--- src/rtl/axi_stream_slave_rx.sv ---
// ---------------------------------------------------------------------------
// axi_stream_slave_rx
//
// AXI-Stream receiver for the video pixel path. Accepted beats are checked
// against the expected frame geometry and stored in a small first-word-fall-
// through FIFO that feeds the image-processing pipeline. Beats that arrive
// before the first start-of-frame are accepted and discarded so the link
// never stalls while the receiver waits to lock onto a frame.
//
// Ports:
//   clk, rst        clock (rising edge) and synchronous active-high reset
//   s_axis_tdata    stream data
//   s_axis_tvalid   upstream beat valid
//   s_axis_tready   receiver can accept a beat (registered)
//   s_axis_tlast    end of line marker
//   s_axis_tuser    start of frame marker
//   data_out        FIFO head data (0 when empty)
//   valid_out       FIFO holds at least one entry
//   ready_in        consumer takes the head this cycle
//   last_out        tlast stored with the head (0 when empty)
//   user_out        tuser stored with the head (0 when empty)
//   pixel_cnt       index of the next expected pixel in the current line
//   line_cnt        index of the current line
//   frame_done      one-cycle pulse after the last beat of a frame
//   err_early_last  one-cycle pulse: tlast before the end of the line
//   err_late_last   one-cycle pulse: line ended without tlast
//   err_sof         one-cycle pulse: start of frame in the middle of a frame
// ---------------------------------------------------------------------------
module axi_stream_slave_rx #(
  parameter int DATA_WIDTH      = 32,
  parameter int FIFO_DEPTH      = 4,
  parameter int PIXELS_PER_LINE = 640,
  parameter int LINES_PER_FRAME = 480
) (
  input  logic                                 clk,
  input  logic                                 rst,
  input  logic [DATA_WIDTH-1:0]                s_axis_tdata,
  input  logic                                 s_axis_tvalid,
  output logic                                 s_axis_tready,
  input  logic                                 s_axis_tlast,
  input  logic                                 s_axis_tuser,
  output logic [DATA_WIDTH-1:0]                data_out,
  output logic                                 valid_out,
  input  logic                                 ready_in,
  output logic                                 last_out,
  output logic                                 user_out,
  output logic [$clog2(PIXELS_PER_LINE)-1:0]   pixel_cnt,
  output logic [$clog2(LINES_PER_FRAME):0]     line_cnt,
  output logic                                 frame_done,
  output logic                                 err_early_last,
  output logic                                 err_late_last,
  output logic                                 err_sof
);

  localparam int AW = $clog2(FIFO_DEPTH);
  localparam int CW = AW + 1;
  localparam int PW = $clog2(PIXELS_PER_LINE);
  localparam int LW = $clog2(LINES_PER_FRAME) + 1;
  localparam int EW = DATA_WIDTH + 2;

  localparam logic [PW-1:0] LAST_PIX  = PW'(PIXELS_PER_LINE - 1);
  localparam logic [LW-1:0] LAST_LINE = LW'(LINES_PER_FRAME - 1);
  localparam logic [CW-1:0] DEPTH_C   = CW'(FIFO_DEPTH);

  typedef enum logic [0:0] {
    WAIT_SOF = 1'b0,
    IN_FRAME = 1'b1
  } state_t;

  // FIFO storage; each entry is {tuser, tlast, tdata}
  logic [EW-1:0] mem_q [FIFO_DEPTH];

  logic [AW-1:0] wr_ptr_q, wr_ptr_d;
  logic [AW-1:0] rd_ptr_q, rd_ptr_d;
  logic [CW-1:0] count_q, count_d;
  logic          tready_q, tready_d;

  state_t        state_q, state_d;
  logic [PW-1:0] pixel_cnt_q, pixel_cnt_d;
  logic [LW-1:0] line_cnt_q, line_cnt_d;
  logic          frame_done_q, frame_done_d;
  logic          err_early_q, err_early_d;
  logic          err_late_q, err_late_d;
  logic          err_sof_q, err_sof_d;

  logic          accept;
  logic          push;
  logic          pop;
  logic          line_close;
  logic [LW-1:0] closed_line;
  logic [EW-1:0] head;

  assign accept = s_axis_tvalid && tready_q;
  assign pop    = (count_q != '0) && ready_in;

  // Framing checker: decides whether an accepted beat is stored and tracks
  // the position of the next beat inside the frame.
  always_comb begin
    state_d      = state_q;
    pixel_cnt_d  = pixel_cnt_q;
    line_cnt_d   = line_cnt_q;
    frame_done_d = 1'b0;
    err_early_d  = 1'b0;
    err_late_d   = 1'b0;
    err_sof_d    = 1'b0;
    push         = 1'b0;
    line_close   = 1'b0;
    closed_line  = line_cnt_q;

    if (accept) begin
      if (s_axis_tuser) begin
        // Any SOF restarts geometry tracking; inside a frame it is an error.
        push        = 1'b1;
        err_sof_d   = (state_q == IN_FRAME);
        state_d     = IN_FRAME;
        pixel_cnt_d = PW'(1);
        line_cnt_d  = '0;
        if (s_axis_tlast) begin
          // The SOF beat is pixel 0, so a tlast on it is always early.
          err_early_d = 1'b1;
          line_close  = 1'b1;
          closed_line = '0;
        end
      end else if (state_q == IN_FRAME) begin
        push = 1'b1;
        if (s_axis_tlast || (pixel_cnt_q == LAST_PIX)) begin
          err_early_d = s_axis_tlast && (pixel_cnt_q < LAST_PIX);
          err_late_d  = !s_axis_tlast;
          line_close  = 1'b1;
          closed_line = line_cnt_q;
        end else begin
          pixel_cnt_d = pixel_cnt_q + PW'(1);
        end
      end
    end

    // Closing the last line of the frame completes the frame.
    if (line_close) begin
      pixel_cnt_d = '0;
      if (closed_line == LAST_LINE) begin
        frame_done_d = 1'b1;
        line_cnt_d   = '0;
        state_d      = WAIT_SOF;
      end else begin
        line_cnt_d = closed_line + LW'(1);
      end
    end
  end

  // FIFO pointer and occupancy bookkeeping. tready is registered from the
  // next occupancy so it never depends on tvalid in the same cycle.
  always_comb begin
    wr_ptr_d = push ? wr_ptr_q + AW'(1) : wr_ptr_q;
    rd_ptr_d = pop  ? rd_ptr_q + AW'(1) : rd_ptr_q;
    count_d  = count_q;
    if (push && !pop) begin
      count_d = count_q + CW'(1);
    end else if (!push && pop) begin
      count_d = count_q - CW'(1);
    end
    tready_d = (count_d < DEPTH_C);
  end

  // All control state and registered pulse outputs.
  always_ff @(posedge clk) begin
    if (rst) begin
      wr_ptr_q     <= '0;
      rd_ptr_q     <= '0;
      count_q      <= '0;
      tready_q     <= 1'b0;
      state_q      <= WAIT_SOF;
      pixel_cnt_q  <= '0;
      line_cnt_q   <= '0;
      frame_done_q <= 1'b0;
      err_early_q  <= 1'b0;
      err_late_q   <= 1'b0;
      err_sof_q    <= 1'b0;
    end else begin
      wr_ptr_q     <= wr_ptr_d;
      rd_ptr_q     <= rd_ptr_d;
      count_q      <= count_d;
      tready_q     <= tready_d;
      state_q      <= state_d;
      pixel_cnt_q  <= pixel_cnt_d;
      line_cnt_q   <= line_cnt_d;
      frame_done_q <= frame_done_d;
      err_early_q  <= err_early_d;
      err_late_q   <= err_late_d;
      err_sof_q    <= err_sof_d;
    end
  end

  // Storage needs no reset: the occupancy count masks stale entries.
  always_ff @(posedge clk) begin
    if (push) begin
      mem_q[wr_ptr_q] <= {s_axis_tuser, s_axis_tlast, s_axis_tdata};
    end
  end

  // Head entry is forced to zero when the FIFO is empty.
  always_comb begin
    head      = mem_q[rd_ptr_q];
    valid_out = (count_q != '0);
    data_out  = '0;
    last_out  = 1'b0;
    user_out  = 1'b0;
    if (valid_out) begin
      data_out = head[DATA_WIDTH-1:0];
      last_out = head[DATA_WIDTH];
      user_out = head[DATA_WIDTH+1];
    end
  end

  assign s_axis_tready  = tready_q;
  assign pixel_cnt      = pixel_cnt_q;
  assign line_cnt       = line_cnt_q;
  assign frame_done     = frame_done_q;
  assign err_early_last = err_early_q;
  assign err_late_last  = err_late_q;
  assign err_sof        = err_sof_q;

endmodule
--- config.mk ---
export PLATFORM = sky130hd
export DESIGN_NAME = axi_stream_slave_rx
export DESIGN_NICKNAME = d
export VERILOG_FILES = /design/src/rtl/axi_stream_slave_rx.sv
export SDC_FILE = /design/constraint.sdc
export NUM_CORES = 1
export LEC_CHECK = 0
export CORE_ASPECT_RATIO = 2
export CORE_MARGIN = 2
export CORE_UTILIZATION = 60
export CTS_BUF_LIST = sky130_fd_sc_hd__clkbuf_4 sky130_fd_sc_hd__clkbuf_8
export CTS_CLUSTER_SIZE = 24
export DETAILED_ROUTE_END_ITERATION = 7
export GPL_TIMING_DRIVEN = 0
export PLACE_DENSITY = 0.87
export SLEW_MARGIN = 20
export SYNTH_ARGS = -nofsm -noshare
export SYNTH_HDL_FRONTEND = slang
export SYNTH_SLANG_ARGS = --single-unit
--- constraint.sdc ---
create_clock -name clk -period 6.3 [get_ports clk]
set_clock_uncertainty 0.2 [all_clocks]
set_input_delay 1.26 -clock clk [delete_from_list [all_inputs] [get_ports clk]]
set_output_delay 1.26 -clock clk [all_outputs]
set_load 0.01 [all_outputs]
==> flow_metrics.py, run 1 <==
metrics = {
    "timing": {
        "report.final.hold_viol_count": 0,
        "timing.fmax_ghz": 0.243,
        "fin_hold_ws_ns": 0.301,
        "tightest_slew_ns": 0.654,
        "setup_tns_ns": 0,
        "period_needed_ns": 4.12,
        "maxSlewHeadroom_pct": 56.4,
        "rsz0062_at_grt": "no",
        "fin_crit_sh_pct": 65.4,
        "drv_slew": 0,
        "setup_viol_count_final": 0,
    },
    "floorplan": {
        "floorplan.initialDensity_pct": 61.3,
        "die_area_sq_mm": 0.0125,
        "core_region_area_sq_mm": 0.0113,
        "die_h_microns": 156,
        "chipWidth_microns": 79.9,
        "io_pins": 98,
        "row_count": 55,
    },
    "global_routing": {
        "grt_start_max_net_pins": 24,
        "grt-ovfl-total": 0,
        "grt_pass1_vias": 4378,
        "antenna_found_initial": 0,
        "grt.total_usage_pct": 23.8,
        "grt_pass1_wl_microns": 21800,
    },
    "setup_path": {
        "end_kind": "output port",
        "rr_endpoint": "line_cnt[9]",
        "slowest_delay_ns": 0.55,
        "start_kind": "flop",
        "cpMostUsedCell": "clkbuf_1",
        "path_buf_inv": 3,
        "worstRegToRegCells": 9,
        "critPathSlowestCell": "clkbuf_1",
        "path_cells": "clkbuf_1 -> clkbuf_1 -> mux4_2 -> and2_1 -> clkdlybuf4s50_1",
        "path_max_fanout": 10,
        "rrSetupSlack_ns": 3.89,
        "cp.required_ns": 4.84,
        "crit_family": "buffers and inverters",
        "crit_type": "reg2out",
        "r2r_start": "s_axis_tready",
        "crit_arrival_ns": 2.66,
    },
    "final_layout": {
        "final_nets": 587,
        "drive_above_1_share_pct": 15.6,
        "fin_area_sq_mm": 0.00856,
        "area_growth_pct": 23.8,
        "diodes": 0,
        "fin_cells": 693,
    },
    "min_path": {
        "hold_depth": 2,
        "min_from": "wr_ptr_q[1]",
        "worstHoldEndpoint": "wr_ptr_q[1]",
        "hp-class": "reg2reg",
    },
    "synth": {
        "synth.largest_area_cell": "edfxtp_1",
        "synth_area_leaders": "edfxtp_1 (59%), mux4_2 (11%), dfxtp_1 (10%), and2_1 (3.8%), ha_1 (2.0%)",
        "synth_edf_count": 136,
        "yosysWarnings": 0,
        "synth_cell_types": 42,
        "ys.flop_type": "edfxtp_1",
        "syn_nets": 468,
        "avgSynthCellArea_sq_um": 16.5,
        "synth_top_area_share_pct": 59.1,
        "ys_ff_latch": 171,
        "async_flop_share_pct": 0,
        "syn_area_sq_mm": 0.00691,
        "synth_cells": 419,
        "ys_seq_area_share_pct": 69.2,
    },
    "route": {
        "vias": 4075,
        "drcViolationCount": 0,
        "avgRoutedWirePerCell_microns": 19.9,
        "ant_nets": 0,
        "wl_microns": 13800,
        "drtPass1Iterations": 4,
        "viasPerCell": 5.88,
        "first_iter_violations": 282,
    },
    "placement": {
        "placedCellCount": 661,
        "placed_area_sq_mm": 0.00815,
        "dp_hpwl_microns": 9560,
        "io_buffer_count": 96,
        "gp_congestion": 0.819,
    },
    "power_and_ir_drop": {
        "power.density_mw_per_mm2": 351,
        "p_total_mw": 3.01,
        "ir_drop_uv": 219,
        "leakagePower_nw": 2.82,
    },
    "clocking": {
        "clk_latency_ns": 0.43,
        "clkSinkCount": 171,
        "path_clk_slew_ns": 0.08,
        "h-tree-depth": 4,
        "cts_tree": "yes",
        "root_buffer": "clkbuf_8",
        "cts_buffers": 17,
        "cts_buffer_depth": 2,
        "cts_hold_buf": 0,
        "cts_setup_buffers": 0,
        "cts_resized": 0,
    },
    "outcome": {
        "status": "finished clean",
    },
    "run": {
        "maxCapViolations": 0,
    },
}
## cell families (layout without fill, tap and decap cells)
group	count (synthesis)	count (layout)	synth area share [%]
compound gates	40	40	4.47
xor+xnor	14	14	1.77
fa+ha+maj	11	11	1.99
buf+inv	31	163	1.83
flops	171	171	69.2
mux	36	36	11.4
simple gates	116	116	9.37
## cell usage after synthesis, drive strengths merged, types with 2 or more instances
| library cell | instances |
|---|---|
| and2 | 42 |
| nand3 | 11 |
| mux2i | 2 |
| a21oi | 3 |
| nand2 | 16 |
| a31oi | 11 |
| a22o | 2 |
| xnor2 | 6 |
| mux4 | 34 |
| nor2 | 18 |
| a32o | 2 |
| inv | 12 |
| a41oi | 2 |
| buf | 8 |
| nor2b | 2 |
| nor3 | 5 |
| or3b | 2 |
| a31o | 2 |
| o2111ai | 2 |
| and3 | 8 |
| o21ai | 6 |
| xor2 | 8 |
| nor4 | 2 |
| edfxtp | 136 |
| dfxtp | 35 |
| nand4 | 4 |
| a211oi | 5 |
| ha | 11 |
| clkbuf | 11 |
## placed cells by master, fill, tap and decap left out, types with 2 or more instances in the layout
master / n
nor2_1: 18
dfxtp_1: 35
a31oi_1: 11
a21oi_1: 3
nor4_1: 2
inv_1: 12
clkinvlp_4: 3
clkdlybuf4s50_1: 96
a22o_1: 2
mux4_2: 34
and2_2: 4
o2111ai_1: 2
mux2i_1: 2
nand2_1: 16
or3b_1: 2
inv_6: 4
a32o_1: 2
xor2_1: 8
buf_12: 2
nor2b_1: 2
and3_1: 8
xnor2_1: 6
clkbuf_1: 11
buf_2: 8
nand3_1: 11
clkbuf_8: 17
nor3_2: 2
edfxtp_1: 136
buf_16: 2
a211oi_1: 5
o21ai_0: 6
nor3_1: 3
nand4_1: 4
a31o_2: 2
and2_1: 38
clkinv_1: 3
bufinv_16: 3
ha_1: 11
## worst max path at each step
stage,cells past startpoint,endpoint
after floorplan,5,mem_q[0][0]
after global placement,6,mem_q[0][14]
after detailed placement,10,line_cnt[9]
after CTS,5,data_out[26]
after global routing,5,data_out[26]
final,5,data_out[26]
## power breakdown
group | total [mW] | leakage [nW] | internal (mW) | switching (mW)
registers | 1.30 | 1.51 | 1.27 | 0.0251
logic | 0.932 | 1.11 | 0.510 | 0.422
clock network | 0.775 | 0.197 | 0.398 | 0.377
## area by class of cell
cell class              instances  area (sq um)
flip-flops and latches        171          4780
fillers                       657          2720
multi-input cells             217          2010
repair buffers                100          1060
clock buffers                  18           241
well taps                     142           178
clock inverters                14           168
plain buffers                  19          81.3
inverters                      12          45.0
## state kept, by name, summed over array words and instances, names as in the netlist, named ones only
register,cells
wr_ptr_q,2
err_early_last,1
err_late_last,1
err_sof,1
s_axis_tready,1
mem_q,136
state_q,1
frame_done,1
count_q,3
pixel_cnt,10
rd_ptr_q,2
line_cnt,10
## metrics by stage
stage	worst slack [ns]	utilization, %
4_1_cts	2.11	75.9
5_1_grt	2.01	75.9
3_5_place_dp	2.30	72.2
6_report	2.18	75.9
3_3_place_gp	1.71	71.4
2_1_floorplan	3.00	-
## worst register-to-register path, stage by stage, from the launching register on
cell,delay [ns]
dfxtp_1,0.42
and4_1,0.37
nor2b_1,0.11
ha_1,0.23
nand3_1,0.17
o41ai_2,0.09
nor3_2,0.16
buf_2,0.26
nand3_1,0.11
a31oi_1,0.23
## metal layers
metal / track usage, % / vias to the layer above / routed length, microns
met5: 0 / - / 0
li1: - / 1861 / -
met1: 24.5 / 2045 / 4860
met2: 44.2 / 137 / 7810
met3: 5.38 / 32 / 719
met4: 10.7 / 0 / 421
Note: power is estimated with default switching activity, not from simulation.
==> inputs of run 2 (changes only) <==
--- a/config.mk
+++ b/config.mk
@@ -7,12 +7,12 @@
 export LEC_CHECK = 0
 export CORE_ASPECT_RATIO = 2
 export CORE_MARGIN = 2
-export CORE_UTILIZATION = 60
+export CORE_UTILIZATION = 51
 export CTS_BUF_LIST = sky130_fd_sc_hd__clkbuf_4 sky130_fd_sc_hd__clkbuf_8
 export CTS_CLUSTER_SIZE = 24
 export DETAILED_ROUTE_END_ITERATION = 7
 export GPL_TIMING_DRIVEN = 0
-export PLACE_DENSITY = 0.87
+export PLACE_DENSITY = 0.78
 export SLEW_MARGIN = 20
 export SYNTH_ARGS = -nofsm -noshare
 export SYNTH_HDL_FRONTEND = slang
==> constraint.sdc (replaced) <==
create_clock -name clk -period 3.66 [get_ports clk]
set_clock_uncertainty 0.2 [all_clocks]
set_input_delay 0.732 -clock clk [delete_from_list [all_inputs] [get_ports clk]]
set_output_delay 0.732 -clock clk [all_outputs]
set_load 0.01 [all_outputs]
==> flow_metrics.py, run 2 (synthesis results as in run 1) <==
metrics = {
    "final_layout": {
        "layout_commonest_cell": "edfxtp_1",
        "largest_reg_flops": 136,
        "top_register": "mem_q",
        "fill_cells": 979,
        "diodes": 0,
        "final_nets": 587,
        "fin_cells": 706,
        "drive_above_1_share_pct": 16.7,
        "area_growth_pct": 23.9,
        "multi_input_area_sq_mm": 0.00201,
        "final_cell_mix": "edfxtp_1 (136), clkdlybuf4s50_1 (96), and2_1 (38)",
        "register_area_sq_mm": 0.00478,
    },
    "route": {
        "wl_met3_microns": 564,
        "vias": 4029,
        "avgRoutedWirePerCell_microns": 18.9,
        "drtPass1Iterations": 4,
        "ant_nets": 0,
        "top_layer": "met4",
        "wl_microns": 13400,
        "viasPerCell": 5.71,
        "drcViolationCount": 0,
        "first_iter_violations": 243,
        "met1Wirelength_microns": 4820,
        "routed-wl-met2_microns": 7730,
    },
    "floorplan": {
        "core_region_area_sq_mm": 0.0134,
        "io_pins": 98,
        "die_h_microns": 169,
        "row_count": 60,
        "chipWidth_microns": 86.3,
        "die_area_sq_mm": 0.0146,
        "floorplan.initialDensity_pct": 51.7,
    },
    "clocking": {
        "root_buffer": "clkbuf_8",
        "path_clk_slew_ns": 0.08,
        "h-tree-depth": 4,
        "cts_hold_buf": 0,
        "clk_latency_ns": 0.44,
        "clkSinkCount": 171,
        "cts_buffers": 17,
        "cts_buffer_depth": 2,
        "cts_tree": "yes",
    },
    "setup_path": {
        "end_kind": "output port",
        "start_kind": "flop",
        "path_cells": "buf_2 -> buf_2 -> mux4_2 -> and2_1 -> clkdlybuf4s50_1",
        "path_max_fanout": 10,
        "cpMostUsedCell": "buf_2",
        "critPathSlowestCell": "mux4_2",
        "cp.required_ns": 2.73,
        "crit_type": "reg2out",
        "slowest_delay_ns": 0.54,
        "crit_arrival_ns": 2.53,
    },
    "placement": {
        "gp_congestion": 0.813,
        "io_buffer_count": 96,
        "placedCellCount": 674,
        "dp_hpwl_microns": 9390,
    },
    "power_and_ir_drop": {
        "leakagePower_nw": 2.82,
        "ir_drop_uv": 361,
        "power.density_mw_per_mm2": 592,
        "p_total_mw": 5.07,
    },
    "global_routing": {
        "grt_pass1_vias": 4230,
        "grt_pass1_wl_microns": 21500,
        "grt_start_max_net_pins": 19,
        "antenna_found_initial": 0,
        "grt-ovfl-total": 0,
        "grt.total_usage_pct": 19.4,
    },
    "timing": {
        "maxSlewHeadroom_pct": 60.4,
        "report.final.hold_viol_count": 0,
        "fin_crit_sh_pct": 94.7,
        "timing.fmax_ghz": 0.289,
        "setup_viol_count_final": 0,
        "tightest_slew_ns": 0.592,
        "drv_slew": 0,
        "period_needed_ns": 3.47,
    },
    "min_path": {
        "hp-class": "reg2reg",
    },
    "outcome": {
        "status": "finished clean",
    },
    "run": {
        "maxCapViolations": 0,
    },
}
==> run 2: cell count changes in the layout (fill, tap and decap cells not counted) <==
cell	delta
clkinv_1	-2
bufinv_16	-2
inv_6	+1
clkinv_2	+1
clkinvlp_4	+2
buf_12	-2
buf_16	+2
clkbuf_1	-4
inv_8	+1
clkbuf_2	+4
buf_2	-1
==> run 2: final cells by class <==
cell class	instances	area share, %
well taps	155	2.26
inverters	12	0.526
repair buffers	100	12.5
flip-flops and latches	171	55.9
clock inverters	15	1.64
plain buffers	19	1.04
multi-input cells	217	23.4
clock buffers	17	2.73
==> run 2: path summary, 6_finish.rpt <==
kind | startpoint | end | slack (ns) | cells past startpoint
worst max register to register | s_axis_tready | line_cnt[9] | 1.21 | 9
worst min-delay path | wr_ptr_q[1] | wr_ptr_q[1] | 0.31 | 2
worst max-delay path | flop | data_out[8] | 0.19 | 5
worst min register to register | wr_ptr_q[1] | wr_ptr_q[1] | 0.31 | 2
==> run 2: power breakdown <==
part           internal, mW  switching [mW]  leakage (nW)
Clock                 0.549           0.681         0.175
Sequential             2.19          0.0416          1.51
Combinational         0.883           0.726          1.13
==> run 2: repair_timing <==
item | in CTS | in global routing
endpoints found under the setup margin | 12 | 15
resized for setup | 2 | 5
buffers inserted | 0 | 0
==> run 2: metrics by stage <==
| stage | setup slack, ns | TNS [ns] | util (%) | cell area (sq um) | hold slack [ns] |
|---|---|---|---|---|---|
| final | 0.194 | 0 | 64.1 | 8570 | 0.307 |
| after global routing | -0.00755 | -0.0300 | 64.1 | 8570 | 0.339 |
| after CTS | 0.0168 | 0 | 64.1 | 8560 | 0.306 |
| after detailed placement | 0.157 | 0 | 61.2 | 8180 | 0.295 |
| after global placement | -0.439 | -57.49 | 60.4 | 8070 | 0.280 |
| after floorplan | 0.890 | 0 | - | 6910 | 0.269 |
==> run 2: metal layers <==
layer / up-vias / track usage, %
met3: 18 / 4.05
li1: 1864 / -
met1: 2028 / 20.2
met5: - / 0
met4: 0 / 7.40
met2: 119 / 36.8
==> run 2: critical path, delay by kind of cell, from the launching register on <==
family / cells / cell delay (ns)
buf+inv: 3 / 1.06
mux: 1 / 0.54
simple gates: 1 / 0.19
flops: 1 / 0.31
==> variant 1, RTL diff (settings of run 2) <==
Make the reset (`rst`) asynchronous in one clocked block. Comments in the files are not updated.
--- a/src/rtl/axi_stream_slave_rx.sv
+++ b/src/rtl/axi_stream_slave_rx.sv
@@ -162,7 +162,7 @@
   end
 
   // All control state and registered pulse outputs.
-  always_ff @(posedge clk) begin
+  always_ff @(posedge clk or posedge rst) begin
     if (rst) begin
       wr_ptr_q     <= '0;
       rd_ptr_q     <= '0;
Formal check against the unedited RTL: differs if rst is asserted again (counterexample within 4 cycles, from zero or initial values and one cycle with rst high); with rst held inactive, the same outputs for 4 cycles.
==> variant 1 against run 2 <==
  * Routed wire length increased by 5.1%
  * Area after synthesis grew 1.9%
  * Sequential share of layout area increased by 0.55 points
  * Hold slack improved by 0.010 ns
  * Global-route usage grew 0.15 points
  * Worst setup slack worse by 0.016 ns
  * Cell area grew 1.6%
  * Sequential cell count decreased by 2
  * Total power up 20%
  * First-iteration DRC count up 44%
==> variant 1: results (changes against run 2) <==
initial antenna violation count 0 (unchanged); Root Buffer clkbuf_8; Mean Syn Cell Area 17.09 um^2 (+3.6%); Register Area 4910 um^2 (+2.6%); leakage power 3.022 nW (+7.3%); met3 Use GR 0.04268 (+0.002209); Signal inverters 13 (+1); maximum vdd drop 0.4578 mV (+27%); Buffers excl. clock 120 (+0.84%); metal3 WL 598 um (+6.0%); clk tree area frac 0.04442 (+0.0007406); Async S/R FF share, synth 0.1953 (+0.1953); IO buf count 97 (+1.0%); multi-input combinational area share 0.2298 (-0.004603); footprint of the multi-input gates 2001 um^2 (-0.37%); first-pass GRT wire length 21.65 mm (+0.84%); FILL cells 968 (-1.1%); clock power share 0.205 (-0.037); Cell Count, Final, Fillers Out 702 (-0.57%); initial drt markers 350 (+44%); Cell Int Power 4.171 mW (+15%); antenna diode count 0 (unchanged); FFs & Latches 169 (-1.2%); met1 Use GR 0.2138 (+0.01209); Total GRT Usage 0.1953 (+0.001467); routability cong. 0.7906 (-2.7%); worst slack, placed -0.3783 ns (-0.5356 ns); Skew-Pair Late Insertion Delay 0.44 ns (about the same); CTS Buf Count 17 (unchanged); metal1 wirelength 5.151 mm (+6.9%); DR pass1 iterations 4 (unchanged); outcome finished, final reports clean; buffering overhead 0.1338 (-0.001586); P per Cell Area 700.2 nW/um^2 (+18%); syn_nets 461 (-1.5%); via-per-instance ratio 5.886 (+3.1%); #MultiIn Comb 213 (-1.8%); vias in the first global route 4375 (+3.4%); final core occ 0.6478 (+0.006754); Seq/Total Area, Yosys 0.6971 (+0.005103); top cells by count, synth edfxtp_1, and2_1, mux4_2; max incr delay on CP 0.48 ns (-0.06 ns); top layer in use met4; Worst slew margin 0.5182 (-0.08544); dpl hpwl 9.503 mm (+1.2%); dpl cell area 8293 um^2 (+1.3%); Comb pwr share 0.383 (+0.066); nets 583 (-0.68%); Unique masters post-synth 50 (+19%); CP max stage cell clkdlybuf4s50_1; DR WL met2 8.039 mm (+4.1%); Synth area leaders edfxtp_1, dfrtp_1, mux4_2, and2_1, ha_1; fraction of layout cells with a size suffix above 1 0.1700 (+0.003049); largest net degree at the start of global routing 34 (+15); routed length per instance 20.01 um (+5.7%); placed cell count 668 (-0.89%); met2 usage 0.3634 (-0.004802); Max Buffers Root-to-Sink 2 (unchanged); crit path DAT 2.55 ns (+0.02 ns)
variant 1: changes by cell type in the layout (fill, tap and decap cells not counted), moves of 5 or more:
| cell | before | now |
|---|---|---|
| dfxtp_1 | 35 | 0 |
| dfrtp_1 | 0 | 33 |
| a31oi_1 | 11 | 3 |
| and3_1 | 8 | 3 |
| buf_4 | 0 | 5 |
| inv_8 | 1 | 6 |
variant 1: final timing paths:
check / start / to / slack, ns / cells past startpoint
setup / recovery: rd_ptr_q[1]$_DFFE_PP0P_ / data_out[26] / 0.18 / 5
hold / removal: count_q[2]$_DFF_PP0_ / s_axis_tready$_DFF_PP0_ / 0.32 / 1
setup reg to reg: state_q$_DFF_PP0_ / line_cnt[3]$_DFFE_PP0P_ / 0.70 / 11
hold reg to reg: count_q[2]$_DFF_PP0_ / s_axis_tready$_DFF_PP0_ / 0.32 / 1
max in group asynchronous: rst / line_cnt[1]$_DFFE_PP0P_ / 2.26 / 2
min in group asynchronous: rst / line_cnt[8]$_DFFE_PP0P_ / 0.51 / 2
variant 1: kinds of logic after synthesis:
| group | count (synthesis) | share of synthesized area |
|---|---|---|
| flip-flops | 169 | 0.6971 |
| multiplexers | 34 | 0.1087 |
| buffers and inverters | 30 | 0.01954 |
| AND/OR/NAND/NOR | 117 | 0.09735 |
| adder cells (fa/ha/maj) | 11 | 0.01954 |
| XOR/XNOR | 11 | 0.01368 |
| AO/OA/AOI/OAI | 40 | 0.04406 |
variant 1: worst register-to-register path, cell delays in order (launching register included):
cell and delay, ns:
dfrtp_1 0.46, o211ai_1 0.26, clkinv_1 0.29, nand3_1 0.19
nand2_1 0.09, inv_1 0.08, ha_1 0.29, nand3_1 0.24
nor4_4 0.21, buf_4 0.18, nor3_1 0.06, a221o_1 0.32
==> variant 2, RTL diff (config.mk and constraints of run 2) <==
Made on the original files. `DATA_WIDTH`: 32 -> 48.
--- a/src/rtl/axi_stream_slave_rx.sv
+++ b/src/rtl/axi_stream_slave_rx.sv
@@ -27,7 +27,7 @@
 //   err_sof         one-cycle pulse: start of frame in the middle of a frame
 // ---------------------------------------------------------------------------
 module axi_stream_slave_rx #(
-  parameter int DATA_WIDTH      = 32,
+  parameter int DATA_WIDTH      = 48,
   parameter int FIFO_DEPTH      = 4,
   parameter int PIXELS_PER_LINE = 640,
   parameter int LINES_PER_FRAME = 480
Interface: changed (resized data_out and s_axis_tdata); port bits go from 98 to 130. The function was not compared with the original's and may differ.
==> variant 2 against run 2 <==
  * Worst setup slack got worse by 0.0064 ns
  * Sequential cell count increased by 64
  * Cell area increased by 37%
  * Area after synthesis increased by 36%
  * Routed wire length increased by 41%
  * Count of clock-buffer cells in the layout increased by 26
  * Global-route usage about the same
  * Total power increased by 45%
  * Critical endpoint is now data_out[47]
  * Highest routed layer unchanged
==> variant 2: results (changes against run 2) <==
outcome finished, final reports clean; Hold EP line_cnt[9]$_SDFFE_PP0P_; post-synthesis xor/xnor area fraction 0.01214 (-0.005598); leakage power 3.836 nW (+36%); fraction of the mapped netlist area in adder cells 0.01467 (-0.005235); met1 Use GR 0.2095 (+0.007760); final period demand of the worst path 3.472 ns (+0.006405 ns); initial drt markers 251 (+3.3%); setup slack, reg-to-reg 1.15 ns (-0.06 ns); htree depth 1 (-3); WHS Path Cells 1 (-1); metal3 WL 911 um (+62%); DR pass1 iterations 5 (+1); syn_nets 588 (+26%); vias in the first global route 5698 (+35%); Setup crit end data_out[47]; Seq/Total Area, Yosys 0.7149 (+0.02286); DR vias 5254 (+30%); dpl hpwl 12.59 mm (+34%); maximum vdd drop 0.4249 mV (+18%); HP Start line_cnt[9]$_SDFFE_PP0P_; Worst R2R End line_cnt[6]$_SDFFE_PP0P_; worst slack, placed 0.03040 ns (-0.1269 ns); Psw 1.985 mW (+37%); WHS 0.3021 ns (-0.004947 ns); Synth area leaders edfxtp_1, mux4_2, dfxtp_1, and2_1, ha_1; Final Routed Wirelength 18.88 mm (+41%); first-pass GRT wire length 29.48 mm (+37%); fraction of layout cells with a size suffix above 1 0.2000 (+0.03303); post-synthesis compound-gate area fraction 0.03494 (-0.009755); number of synthesized flops with an enable pin 200 (+47%); CTS Buf Count 30 (+13); CP max stage cell clkdlybuf4s50_1; Unique masters post-synth 47 (+12%); Comb pwr share 0.312 (-0.005); crit path DAT 2.54 ns (about the same); Worst slew margin 0.6669 (+0.06328); Max Buffers Root-to-Sink 3 (+1); Total GRT Usage 0.1941 (+0.0002197); max reg flops 200 (+47%); switch share 0.2699 (-0.01572); metal1 wirelength 6.711 mm (+39%); via-per-instance ratio 5.656 (-0.90%); top cells by count, synth edfxtp_1, and2_1, mux4_2; routability cong. 0.8117 (about the same); nets 751 (+28%); met2 usage 0.3636 (-0.004614); sequential fraction of design power 0.420 (-0.020); placed cell count 871 (+29%); Mean Syn Cell Area 17.94 um^2 (+8.7%)
[variant 2: timing repair]
item | CTS | global route
endpoints found under the setup margin | 50 | 50
resized for setup | 15 | 1
pin swaps | 0 | 0
[variant 2: area by class of cell]
| type | count | area, um^2 |
|---|---|---|
| Tap cell | 216 | 270.3 |
| Antenna cell | 3 | 7.507 |
| Clock inverter | 13 | 108.9 |
| Buffer | 28 | 165.2 |
| Inverter | 8 | 30.03 |
| Multi-Input combinational cell | 251 | 2514 |
| Timing Repair Buffer | 132 | 1361 |
| Sequential cell | 235 | 6706 |
| Fill cell | 1244 | 6437 |
| Clock buffer | 43 | 529.3 |
[variant 2: worst register-to-register path, cell delays in order (launching register included)]
cell and delay (ns):
dfxtp_1 0.40, nand4_2 0.27, buf_2 0.28, and2_1 0.18, ha_1 0.20, and3_1 0.22, nand3_1 0.13, buf_2 0.25
a41oi_1 0.15, a31oi_1 0.15
